$ cat src/rtl/seq_normalize32.sv
// Sequential 32-bit normalizer: a five-step binary search (16/8/4/2/1) that strips
// leading zeros (unsigned) or redundant sign bits (signed), one step per clock.
module seq_normalize32 (
  input  logic        clk,
  input  logic        rst_n,
  input  logic        start,
  input  logic [31:0] in,
  input  logic        signed_mode,
  output logic        busy,
  output logic        done,
  output logic [31:0] out,
  output logic [4:0]  shAmt,
  output logic        zero
);

  typedef enum logic [1:0] {
    IDLE  = 2'd0,
    SHIFT = 2'd1,
    DONE  = 2'd2
  } state_t;

  state_t      state_q;
  logic [31:0] work_q;
  logic [4:0]  cnt_q;
  logic [2:0]  step_q;
  logic        mode_q;
  logic        zop_q;
  logic        busy_q;
  logic        done_q;
  logic [31:0] out_q;
  logic [4:0]  sh_q;
  logic        zero_q;

  logic [5:0]  step_n_s;
  logic [31:0] mask_u_s;
  logic [31:0] mask_s_s;
  logic        hit_s;
  logic [31:0] work_d;
  logic [4:0]  cnt_d;

  // One search step: test the top n (unsigned) or n+1 (signed) bits and shift on a hit
  always_comb begin
    step_n_s = 6'd16 >> step_q;
    mask_u_s = ~(32'hFFFF_FFFF >> step_n_s);
    mask_s_s = ~(32'hFFFF_FFFF >> (step_n_s + 6'd1));
    hit_s    = 1'b0;
    if (mode_q) begin
      hit_s = ((work_q & mask_s_s) == 32'd0) || ((work_q & mask_s_s) == mask_s_s);
    end else begin
      hit_s = ((work_q & mask_u_s) == 32'd0);
    end
    work_d = work_q;
    cnt_d  = cnt_q;
    if (hit_s) begin
      work_d = work_q << step_n_s;
      cnt_d  = cnt_q + step_n_s[4:0];
    end else begin
      work_d = work_q;
      cnt_d  = cnt_q;
    end
  end

  // Control FSM with registered status and result outputs
  always_ff @(posedge clk) begin
    if (!rst_n) begin
      state_q <= IDLE;
      work_q  <= 32'd0;
      cnt_q   <= 5'd0;
      step_q  <= 3'd0;
      mode_q  <= 1'b0;
      zop_q   <= 1'b0;
      busy_q  <= 1'b0;
      done_q  <= 1'b0;
      out_q   <= 32'd0;
      sh_q    <= 5'd0;
      zero_q  <= 1'b0;
    end else begin
      case (state_q)
        IDLE: begin
          done_q <= 1'b0;
          if (start) begin
            work_q  <= in;
            cnt_q   <= 5'd0;
            step_q  <= 3'd0;
            mode_q  <= signed_mode;
            zop_q   <= (in == 32'd0);
            busy_q  <= 1'b1;
            state_q <= SHIFT;
          end else begin
            busy_q  <= 1'b0;
            state_q <= IDLE;
          end
        end
        SHIFT: begin
          work_q <= work_d;
          cnt_q  <= cnt_d;
          if (step_q == 3'd4) begin
            state_q <= DONE;
            done_q  <= 1'b1;
            // A zero operand would otherwise report the full 31-bit search
            out_q   <= zop_q ? 32'd0 : work_d;
            sh_q    <= zop_q ? 5'd0 : cnt_d;
            zero_q  <= zop_q;
          end else begin
            step_q  <= step_q + 3'd1;
          end
        end
        DONE: begin
          done_q  <= 1'b0;
          busy_q  <= 1'b0;
          state_q <= IDLE;
        end
        default: begin
          done_q  <= 1'b0;
          busy_q  <= 1'b0;
          state_q <= IDLE;
        end
      endcase
    end
  end

  assign busy  = busy_q;
  assign done  = done_q;
  assign out   = out_q;
  assign shAmt = sh_q;
  assign zero  = zero_q;

endmodule

$ cat config.mk
export PLATFORM = sky130hd
export DESIGN_NAME = seq_normalize32
export DESIGN_NICKNAME = d
export VERILOG_FILES = /design/src/rtl/seq_normalize32.sv
export SDC_FILE = /design/constraint.sdc
export NUM_CORES = 1
export LEC_CHECK = 0
export CELL_PAD_IN_SITES_DETAIL_PLACEMENT = 0
export CELL_PAD_IN_SITES_GLOBAL_PLACEMENT = 1
export CORE_UTILIZATION = 43
export DETAILED_ROUTE_END_ITERATION = 10
export PLACE_DENSITY_LB_ADDON = 0.1
export SLEW_MARGIN = 10
export SYNTH_ARGS = -nofsm -noshare
export SYNTH_HDL_FRONTEND = slang
export SYNTH_SLANG_ARGS = --single-unit
$ cat constraint.sdc
create_clock -name clk -period 5.4 [get_ports clk]
set_clock_uncertainty 0.15 [all_clocks]
set_input_delay 0.81 -clock clk [delete_from_list [all_inputs] [get_ports clk]]
set_output_delay 0.81 -clock clk [all_outputs]
set_load 0.03 [all_outputs]
=== Yosys cells after proc, flatten, opt, wreduce, memory -nomap -nowiden ===
Cells that the tools add are included.

* Latch bits: 0
* Word-level logic and storage cells: 56
* RAM bits: 0
* Output and inout port bits: 40
* Input port bits: 36
* Bits in registers: 84
* ROM bits: 0
* Memories kept: 0

* Div/mod/pow operators: 0
* $add $sub $neg: 3
* Shift operators: 4
* Reductions and logical operators: 11
* Equal/unequal tests: 6
* $lt $le $gt $ge: 0
* Multiply operators: 0
* Multiplexer cells: 17
* Bitwise logic cells: 4

{| class="wikitable"
|+ Operator list
! operator !! number
|-
| logical NOT 32 bit || 3
|-
| two-way mux 32 bit || 3
|-
| bitwise AND 32 bit || 2
|-
| inverter 32 bit || 2
|-
| one-hot mux 32 bit (2 select lines) || 1
|-
| >> shifter 32 x 6 -> 32 bit (first input constant) || 2
|-
| == test 32 bit || 1
|-
| << shifter 32 x 6 -> 32 bit || 1
|-
| two-way mux 5 bit || 3
|-
| one-hot mux 5 bit (2 select lines) || 1
|-
| AND reduction 2 bit || 4
|-
| adder 6 x 1 -> 6 bit (second input constant) || 1
|-
| two-way mux 3 bit || 2
|-
| != test 2 bit (second input constant) || 3
|-
| one-hot mux 3 bit (2 select lines) || 1
|-
| >> shifter 5 x 3 -> 6 bit (first input constant) || 1
|-
| adder 5 bit || 1
|-
| one-hot mux 2 bit (2 select lines) || 1
|-
| adder 3 x 1 -> 3 bit (second input constant) || 1
|-
| == test 3 bit (second input constant) || 1
|-
| two-way mux 1 bit || 3
|-
| AND reduction 3 bit || 1
|-
| == test 2 x 1 -> 1 bit (second input constant) || 1
|-
| logical NOT 2 bit || 1
|-
| other kinds (4) || 4
|}

=== Depth between registers and ports, before layout ===
Gate-level depths: netlist of the first run.

* Word-level depth: 10
* Depth in mapped cells: 21
* Mapped depth without buffers: 14

=== Worst setup path after synthesis of the first run ===
OpenSTA, ideal clock, no wires.

* Kind: reg-to-reg
* From: register step_q[2]
* To: register out_q[15], in the netlist out[15]
* Slack: 1.246 ns
* Clock period less this slack: 4.154 ns
* Arrival: 3.872 ns
* Cell stages (with the launch flop): 20
* Data required time: 5.118 ns
* Buffers on the path: 7
* Setup time: 0.132 ns
* Cells stage by stage: dfxtp_1 buf_2 inv_1 ha_1 buf_2 inv_1 clkbuf_1 buf_1 ha_1 nand2b_1 a211o_1 o41ai_1 a21oi_1 nor3_2 or3_1 buf_6 buf_6 buf_6 mux2i_1 a21oi_1

* Cells in the longest elaborated chain, start to end: 10
* Elaborated cells on any way between the ends: 18
* Classes of those cells: 1 x add/sub; 2 x eq/ne; 4 x shift; 3 x mux; 4 x bitwise; 4 x reduce/logical

{| class="wikitable"
|+ RTL lines
! element !! line !! RTL
|-
| from (decl) || 25 || <nowiki>logic [2:0] step_q;</nowiki>
|-
| from (signal assigned) || 105 || <nowiki>step_q <= step_q + 3'd1;</nowiki>
|-
| >> shifter 5 x 3 -> 6 bit || 43 || <nowiki>step_n_s = 6'd16 >> step_q;</nowiki>
|-
| adder 6 x 1 -> 6 bit || 45 || <nowiki>mask_s_s = ~(32'hFFFF_FFFF >> (step_n_s + 6'd1));</nowiki>
|-
| >> shifter 32 x 6 -> 32 bit || 45 ||
|-
| inverter 32 bit || 45 ||
|-
| bitwise AND 32 bit || 48 || <nowiki>hit_s = ((work_q & mask_s_s) == 32'd0) || ((work_q & mask_s_s) == mask_s_s);</nowiki>
|-
| == test 32 bit or logical NOT 32 bit (tied branches) || 48 ||
|-
| logical OR 1 bit || 48 ||
|-
| two-way mux 1 bit || 47 || <nowiki>if (mode_q) begin</nowiki>
|-
| two-way mux 32 bit || 54 || <nowiki>if (hit_s) begin</nowiki>
|-
| two-way mux 32 bit || 101 || <nowiki>out_q <= zop_q ? 32'd0 : work_d;</nowiki>
|-
| to (signal assigned) || 101 ||
|-
| to (decl) || 30 || <nowiki>logic [31:0] out_q;</nowiki>
|}

Parallel ways exist; a longest one is shown, timed or not.
A chain may end at the register's enable or synchronous reset.

=== Final worst setup path of the first run ===
* From: register step_q[0]
* To: register work_q[19]

* Cells in the longest elaborated chain, start to end: 10
* Elaborated cells on any way between the ends: 16
* Classes of those cells: 1 x add/sub; 1 x eq/ne; 4 x shift; 3 x mux; 4 x bitwise; 3 x reduce/logical

{| class="wikitable"
|+ RTL lines
! element !! line !! RTL
|-
| >> shifter 5 x 3 -> 6 bit * || 43 ||
|-
| adder 6 x 1 -> 6 bit || 45 ||
|-
| >> shifter 32 x 6 -> 32 bit || 45 ||
|-
| inverter 32 bit || 45 ||
|-
| bitwise AND 32 bit || 48 ||
|-
| == test 32 bit or logical NOT 32 bit (tied branches) || 48 ||
|-
| logical OR 1 bit || 48 ||
|-
| two-way mux 1 bit || 47 ||
|-
| two-way mux 32 bit * || 54 ||
|-
| one-hot mux 32 bit (2 select lines) * || 78 || <nowiki>case (state_q)</nowiki>
|-
| to (signal assigned) || 82 || <nowiki>work_q <= in;</nowiki>
|-
| to (signal assigned) || 95 || <nowiki>work_q <= work_d;</nowiki>
|-
| to (decl) || 23 || <nowiki>logic [31:0] work_q;</nowiki>
|}

Every way passes the cells marked *; elsewhere a longest branch is shown, timed or not.

==> key figures, run 1 <==
Run status
  • Status: finished with violations
  • Failing checks: design-rule violations

Placed design
  • IO Port Bufs: 75
  • Final Wtd Congestion: 0.947
  • Placed Instances: 997
  • DP Wirelength: 19400 um

Power and ir drop
  • Power Dens Cells: 241 nW/um^2
  • Seq pwr share: 39.4%
  • Internal power: 1.16 mW
  • Clock power share: 32.1%
  • Logic gate share of total power: 28.5%
  • Leakage: 2.70 nW
  • Sw Pwr: 0.667 mW
  • Sw Share: 36.6%
  • Worst vdd ir: 0.151 mV

Clock tree
  • CTS clock-pin slew for the worst setup and hold paths: 0.07 ns
  • Sink Count: 84
  • TritonCTS clock tree: yes
  • CTS Hold Bufs: 0
  • CTS buffer count: 9
  • Longest Clk Path Bufs: 2
  • Clock Latency Late Sink: 0.35 ns
  • Root Driver: clkbuf_16
  • H-tree depth: 3
  • Gates resized, CTS repair: 0
  • Setup Fix Bufs, Post-CTS: 0

Routing
  • Routed Wire Length: 27200 um
  • Routed vias/inst: 6.99
  • DRT iter0 DRCs: 1000
  • # DRC: 20
  • Total vias in the final route: 7078
  • Wire length per cell: 26.9 um
  • Routed Antenna Nets: 0
  • Drt first pass iters: 9

Job
  • Max-cap violations: 0

Cells and area
  • Synth-to-layout area growth: 16.5%
  • Multi-input combinational cell area: 4310 um^2
  • Layout cell share with drive strength beyond 1: 9.53%
  • Layout Utilization: 51.6%
  • Non-Filler Instances: 1013
  • Ant diodes: 0
  • Storage cell area: 1680 um^2
  • Layout fillers: 1425
  • Nets: 877

Yosys
  • Top cells by area, synth: dfxtp_1 26%, mux2i_1 7.6%, mux4_2 6.3%
  • Post-synthesis cell type with the largest combined area: dfxtp_1
  • EDFF count, synth: 0
  • Number of distinct library cells after synthesis: 77
  • Synthesized cell area: 6480 um^2
  • Ys flop type: dfxtp_1
  • Cells after synthesis: 791
  • Syn Area/Cell: 8.20 um^2
  • Synthesized Nets: 844
  • Synthesized flop and latch total: 84
  • Register area share after synthesis: 25.9%
  • Synth Warn #: 0
  • Post-synth top area share: 25.9%
  • Share of synthesized registers carrying an async set or reset: 0%

Floorplan
  • Initial core utilization: 44.3%
  • Cell Rows: 44
  • Die Wd: 125 um
  • Die Ht: 125 um
  • Core area: 14600 um^2
  • Ports: 76
  • DIE AREA: 15600 um^2

STA
  • Setup TNS: 0 ns
  • Tmin final: 4.75 ns
  • Crit share post-route: 88.0%
  • RSZ-0062 raised after global routing: false
  • Setup-failing EPs final: 0
  • Relative slew slack: 22.8%
  • Max frequency: 0.210 GHz
  • Final hold violations: 0
  • Max-slew violations: 0
  • Worst-Margin Slew: 1.15 ns

Setup path
  • Max FO, Critical Path: 30
  • CP Cell Sequence: inv_1 > ha_1 > and2_4 > ha_1 > inv_1 > ha_1 > nand2b_1 > a222oi_1 > a31oi_1 > o31ai_1 > and4b_1 > or3_2 > buf_4 > mux2i_1 > o22ai_1
  • CP required: 5.46 ns
  • Slowest CP cell: or3_2
  • Buf/Inv on CP: 3
  • Max incr delay on CP: 0.70 ns
  • Crit path DAT: 4.81 ns
  • Worst Path Class, Setup: reg -> reg
  • Cell family with most CP delay: simple AND/OR/NAND/NOR gates
  • CP startpoint kind: register
  • Most used cell, CP: ha_1
  • CP Capture Type: register

Global route
  • Number of global-route vias before repair: 6552
  • Grt ovf: 0
  • First-pass GRT wire length: 41100 um
  • Largest net degree at the start of global routing: 34
  • Initial antenna violation count: 0
  • Global Route Usage Sum: 34.8%

Worst hold path
  • Tightest Hold Check Type: reg -> reg
worst paths after layout:
path	from	endpoint	slack [ns]	cells after the start
max	step_q[0]	work_q[19]	0.65	15
max reg2reg	step_q[0]	work_q[19]	0.65	15
min	shAmt[0]	shAmt[0]	0.30	2
min reg2reg	shAmt[0]	shAmt[0]	0.30	2
Yosys cell counts, drive strengths merged, types with 13 or more instances:
library cell / count
a21oi: 67
a22oi: 21
buf: 30
clkbuf: 52
dfxtp: 84
ha: 16
inv: 23
mux2i: 49
mux4: 23
nand2: 70
nand3: 17
nor2: 59
nor3: 13
nor4: 14
o211ai: 14
o21ai: 63
o22ai: 16
state kept, by name, indices dropped and copies added, names as in the netlist:
| name | cells |
|---|---|
| out | 32 |
| step_q | 3 |
| zero | 1 |
| busy | 1 |
| state_q | 2 |
| shAmt | 5 |
| zop_q | 1 |
| work_q | 32 |
| mode_q | 1 |
| cnt_q | 5 |
| done | 1 |
power by group through the flow:
stage                     clock [mW]  combinational (mW)  sequential [mW]
after global routing           0.620               0.547            0.716
after detailed placement           0               0.499            0.725
after floorplan                    0               0.370            0.672
final                          0.586               0.519            0.719
after CTS                      0.590               0.502            0.711
after global placement             0               0.499            0.726
worst min-delay path: stages (launching register included):
cell and delay (ns):
dfxtp_1 0.32, nand2_1 0.04, o21ai_0 0.05
metrics by stage:
stage | area, um^2 | total power, mW | setup slack [ns] | hold slack, ns
after floorplan | 6480 | 1.04 | 1.25 | 0.313
after global placement | 7280 | 1.22 | 0.930 | 0.285
after detailed placement | 7280 | 1.22 | 0.738 | 0.292
after CTS | 7550 | 1.80 | 0.730 | 0.301
after global routing | 7550 | 1.88 | 0.306 | 0.322
final | 7550 | 1.82 | 0.646 | 0.300
layout by cell type, fill, tap and decap left out, types with 4 or more instances in the layout:
| cell | synthesis | layout |
|---|---|---|
| buf_4 | 7 | 29 |
| o22ai_1 | 16 | 16 |
| nand3_1 | 17 | 17 |
| o21a_1 | 6 | 6 |
| nand4_1 | 6 | 6 |
| nor3_1 | 12 | 11 |
| a22oi_1 | 21 | 21 |
| a221o_1 | 12 | 12 |
| clkdlybuf4s50_1 | 0 | 75 |
| mux2i_1 | 49 | 49 |
| ha_1 | 16 | 16 |
| o2111ai_1 | 8 | 8 |
| o221ai_1 | 4 | 4 |
| and4_1 | 6 | 6 |
| clkbuf_16 | 0 | 9 |
| nand2b_1 | 11 | 11 |
| inv_1 | 21 | 21 |
| nor2_1 | 59 | 59 |
| dfxtp_1 | 84 | 84 |
| nor4_1 | 13 | 13 |
| a32oi_1 | 5 | 5 |
| a211oi_1 | 10 | 10 |
| o31ai_1 | 4 | 4 |
| o21ai_0 | 63 | 63 |
| mux4_2 | 18 | 18 |
| a21oi_1 | 66 | 66 |
| a221oi_1 | 5 | 5 |
| mux4_1 | 5 | 5 |
| nand2_1 | 70 | 70 |
| o211ai_1 | 14 | 14 |
| nor2b_1 | 12 | 11 |
| a22o_1 | 6 | 6 |
| a31oi_1 | 10 | 10 |
| a222oi_1 | 4 | 4 |
cell families (layout without fill, tap and decap cells):
family	count (synthesis)	in the layout	share of synthesized area (%)
compound gates	277	277	28.5
simple gates	226	226	17.0
buf+inv	105	143	7.70
flops	84	84	25.9
mux	77	77	16.8
fa+ha+maj	17	17	3.40
xor+xnor	5	5	0.676
final cells by class:
cell class / count / area share [%]
Clock buffer: 10 / 3.03
Clock inverter: 6 / 0.613
Sequential cell: 84 / 22.3
Tap cell: 184 / 3.05
Multi-Input combinational cell: 602 / 57.1
Inverter: 23 / 1.18
Timing Repair Buffer: 104 / 12.8
per-layer routing:
metal | wire, um | vias to the layer above | part of all wire, % | track usage (%)
met3 | 2660 | 87 | 9.8 | 5.71
li1 | - | 3085 | - | -
met2 | 11500 | 486 | 42 | 51.3
met4 | 1180 | 0 | 4.3 | 13.9
met1 | 11900 | 3420 | 44 | 50.2
met5 | 0 | - | 0 | 0
No activity file was read; power rests on OpenSTA's default activity.
==> inputs of run 2 (changes only) <==
PLACE_DENSITY = 0.89   (was default)
PLACE_DENSITY_LB_ADDON = default   (was 0.1)
==> run 2 against run 1 <==
Design area up 0.55%. The run still ends with design-rule violations left. Register-to-register slack better by 0.14 ns. Sequential share of layout area down 0.12 points.
==> key figures, run 2 (synthesized netlist as in run 1, its figures left out) <==
Routing
  • # DRC: 8
  • Wire length per cell: 27.2 um
  • Total vias in the final route: 7127
  • Drt first pass iters: 9
  • Routed Wire Length: 27400 um
  • Routed Antenna Nets: 0
  • Routed vias/inst: 7.06
  • DRT iter0 DRCs: 945

Floorplan
  • Cell Rows: 44
  • DIE AREA: 15600 um^2
  • Die Wd: 125 um
  • Die Ht: 125 um
  • Ports: 76
  • Core area: 14600 um^2
  • Initial core utilization: 44.3%

STA
  • Setup TNS: 0 ns
  • Max frequency: 0.217 GHz
  • Crit share post-route: 85.5%
  • RSZ-0062 raised after global routing: false
  • WHS: 0.304 ns
  • Tmin final: 4.62 ns
  • Relative slew slack: 41.2%
  • Max-slew violations: 0
  • Final hold violations: 0
  • Worst-Margin Slew: 0.881 ns
  • Setup-failing EPs final: 0

Run status
  • Status: finished with violations
  • Failing checks: design-rule violations

Placed design
  • Post-Place Cell Area: 7260 um^2
  • DP Wirelength: 19700 um
  • IO Port Bufs: 75
  • Final Wtd Congestion: 0.984

Global route
  • Global Route Usage Sum: 35.3%
  • Largest net degree at the start of global routing: 31
  • Grt ovf: 0
  • First-pass GRT wire length: 41700 um
  • Initial antenna violation count: 0
  • Number of global-route vias before repair: 6756

Clock tree
  • Gates resized, CTS repair: 0
  • CTS Hold Bufs: 0
  • Clock Latency Late Sink: 0.34 ns
  • Setup Fix Bufs, Post-CTS: 0
  • H-tree depth: 3
  • Longest Clk Path Bufs: 2
  • TritonCTS clock tree: yes
  • Sink Count: 84
  • Root Driver: clkbuf_16
  • CTS buffer count: 9
  • CTS clock-pin slew for the worst setup and hold paths: 0.06 ns

Power and ir drop
  • Power Dens Cells: 253 nW/um^2
  • Design Power: 1.92 mW
  • Worst vdd ir: 0.175 mV
  • Leakage: 2.71 nW

Setup path
  • Crit path DAT: 4.66 ns
  • CP Capture Type: register
  • CP Cell Sequence: inv_1 > ha_1 > and2_4 > ha_1 > inv_1 > ha_1 > nor2b_1 > o221ai_1 > a22oi_1 > nand4_1 > nor4_2 > or3_2 > buf_12 > mux2i_1 > o22ai_1
  • Slowest CP cell: or3_2
  • CP required: 5.44 ns
  • Max incr delay on CP: 0.61 ns
  • CP startpoint kind: register
  • Worst Path Class, Setup: reg -> reg
  • Max FO, Critical Path: 25
  • Most used cell, CP: ha_1

Cells and area
  • Most frequent cells in the layout: 84 x dfxtp_1, 75 x clkdlybuf4s50_1, 70 x nand2_1
  • Layout cell share with drive strength beyond 1: 9.21%
  • Storage cell area: 1680 um^2
  • Layout fillers: 1401
  • Nets: 873
  • Multi-input combinational cell area: 4310 um^2
  • Synth-to-layout area growth: 17.2%
  • Commonest non-fill, non-tap cell in the layout: dfxtp_1
  • Design Area, Final: 7600 um^2
  • Ant diodes: 0

Job
  • Max-cap violations: 0

Worst hold path
  • Tightest Hold Check Type: reg -> reg
-- run 2: cell type report --
cell class	count	share of cell area, %
Multi-Input combinational cell	602	56.7
Sequential cell	84	22.1
Timing Repair Buffer	100	12.5
Clock buffer	10	3.15
Tap cell	184	3.03
Clock inverter	6	1.25
Inverter	23	1.17
-- run 2: worst max-delay path: cells and delay by family, from the launching register on --
kind            cells  cell delay (ns)
buf+inv             3             0.45
compound gates      3             0.54
fa+ha+maj           3             0.88
simple gates        5             1.80
mux                 1             0.28
flops               1             0.35
-- run 2: report_power, final --
group | switching, mW | internal [mW] | total, mW
combinational | 0.311 | 0.200 | 0.511
clock | 0.267 | 0.423 | 0.690
sequential | 0.0826 | 0.641 | 0.724
-- run 2: layer usage --
metal  vias to the layer above  part of all wire, %  GRT usage (%)
li1                       3076                    -              -
met3                       101                   12           8.42
met2                       553                   43           52.7
met5                         -                    0              0
met1                      3397                   40           46.9
met4                         0                  5.2           18.8
-- run 2: worst paths after layout --
kind / to / start / slack, ns / cells after the start
max: work_q[25] / step_q[0] / 0.78 / 15
min: out[16] / out[16] / 0.30 / 2
max reg2reg: work_q[25] / step_q[0] / 0.78 / 15
min reg2reg: out[16] / out[16] / 0.30 / 2
-- run 2: per-stage QoR --
stage | cells | worst slack [ns] | utilization [%]
after CTS | 1009 | 0.882 | 51.9
final | 1009 | 0.782 | 51.9
after floorplan | 791 | 1.25 | -
after detailed placement | 993 | 0.940 | 49.6
after global routing | 1009 | 0.628 | 51.9
after global placement | 993 | 1.01 | 49.6
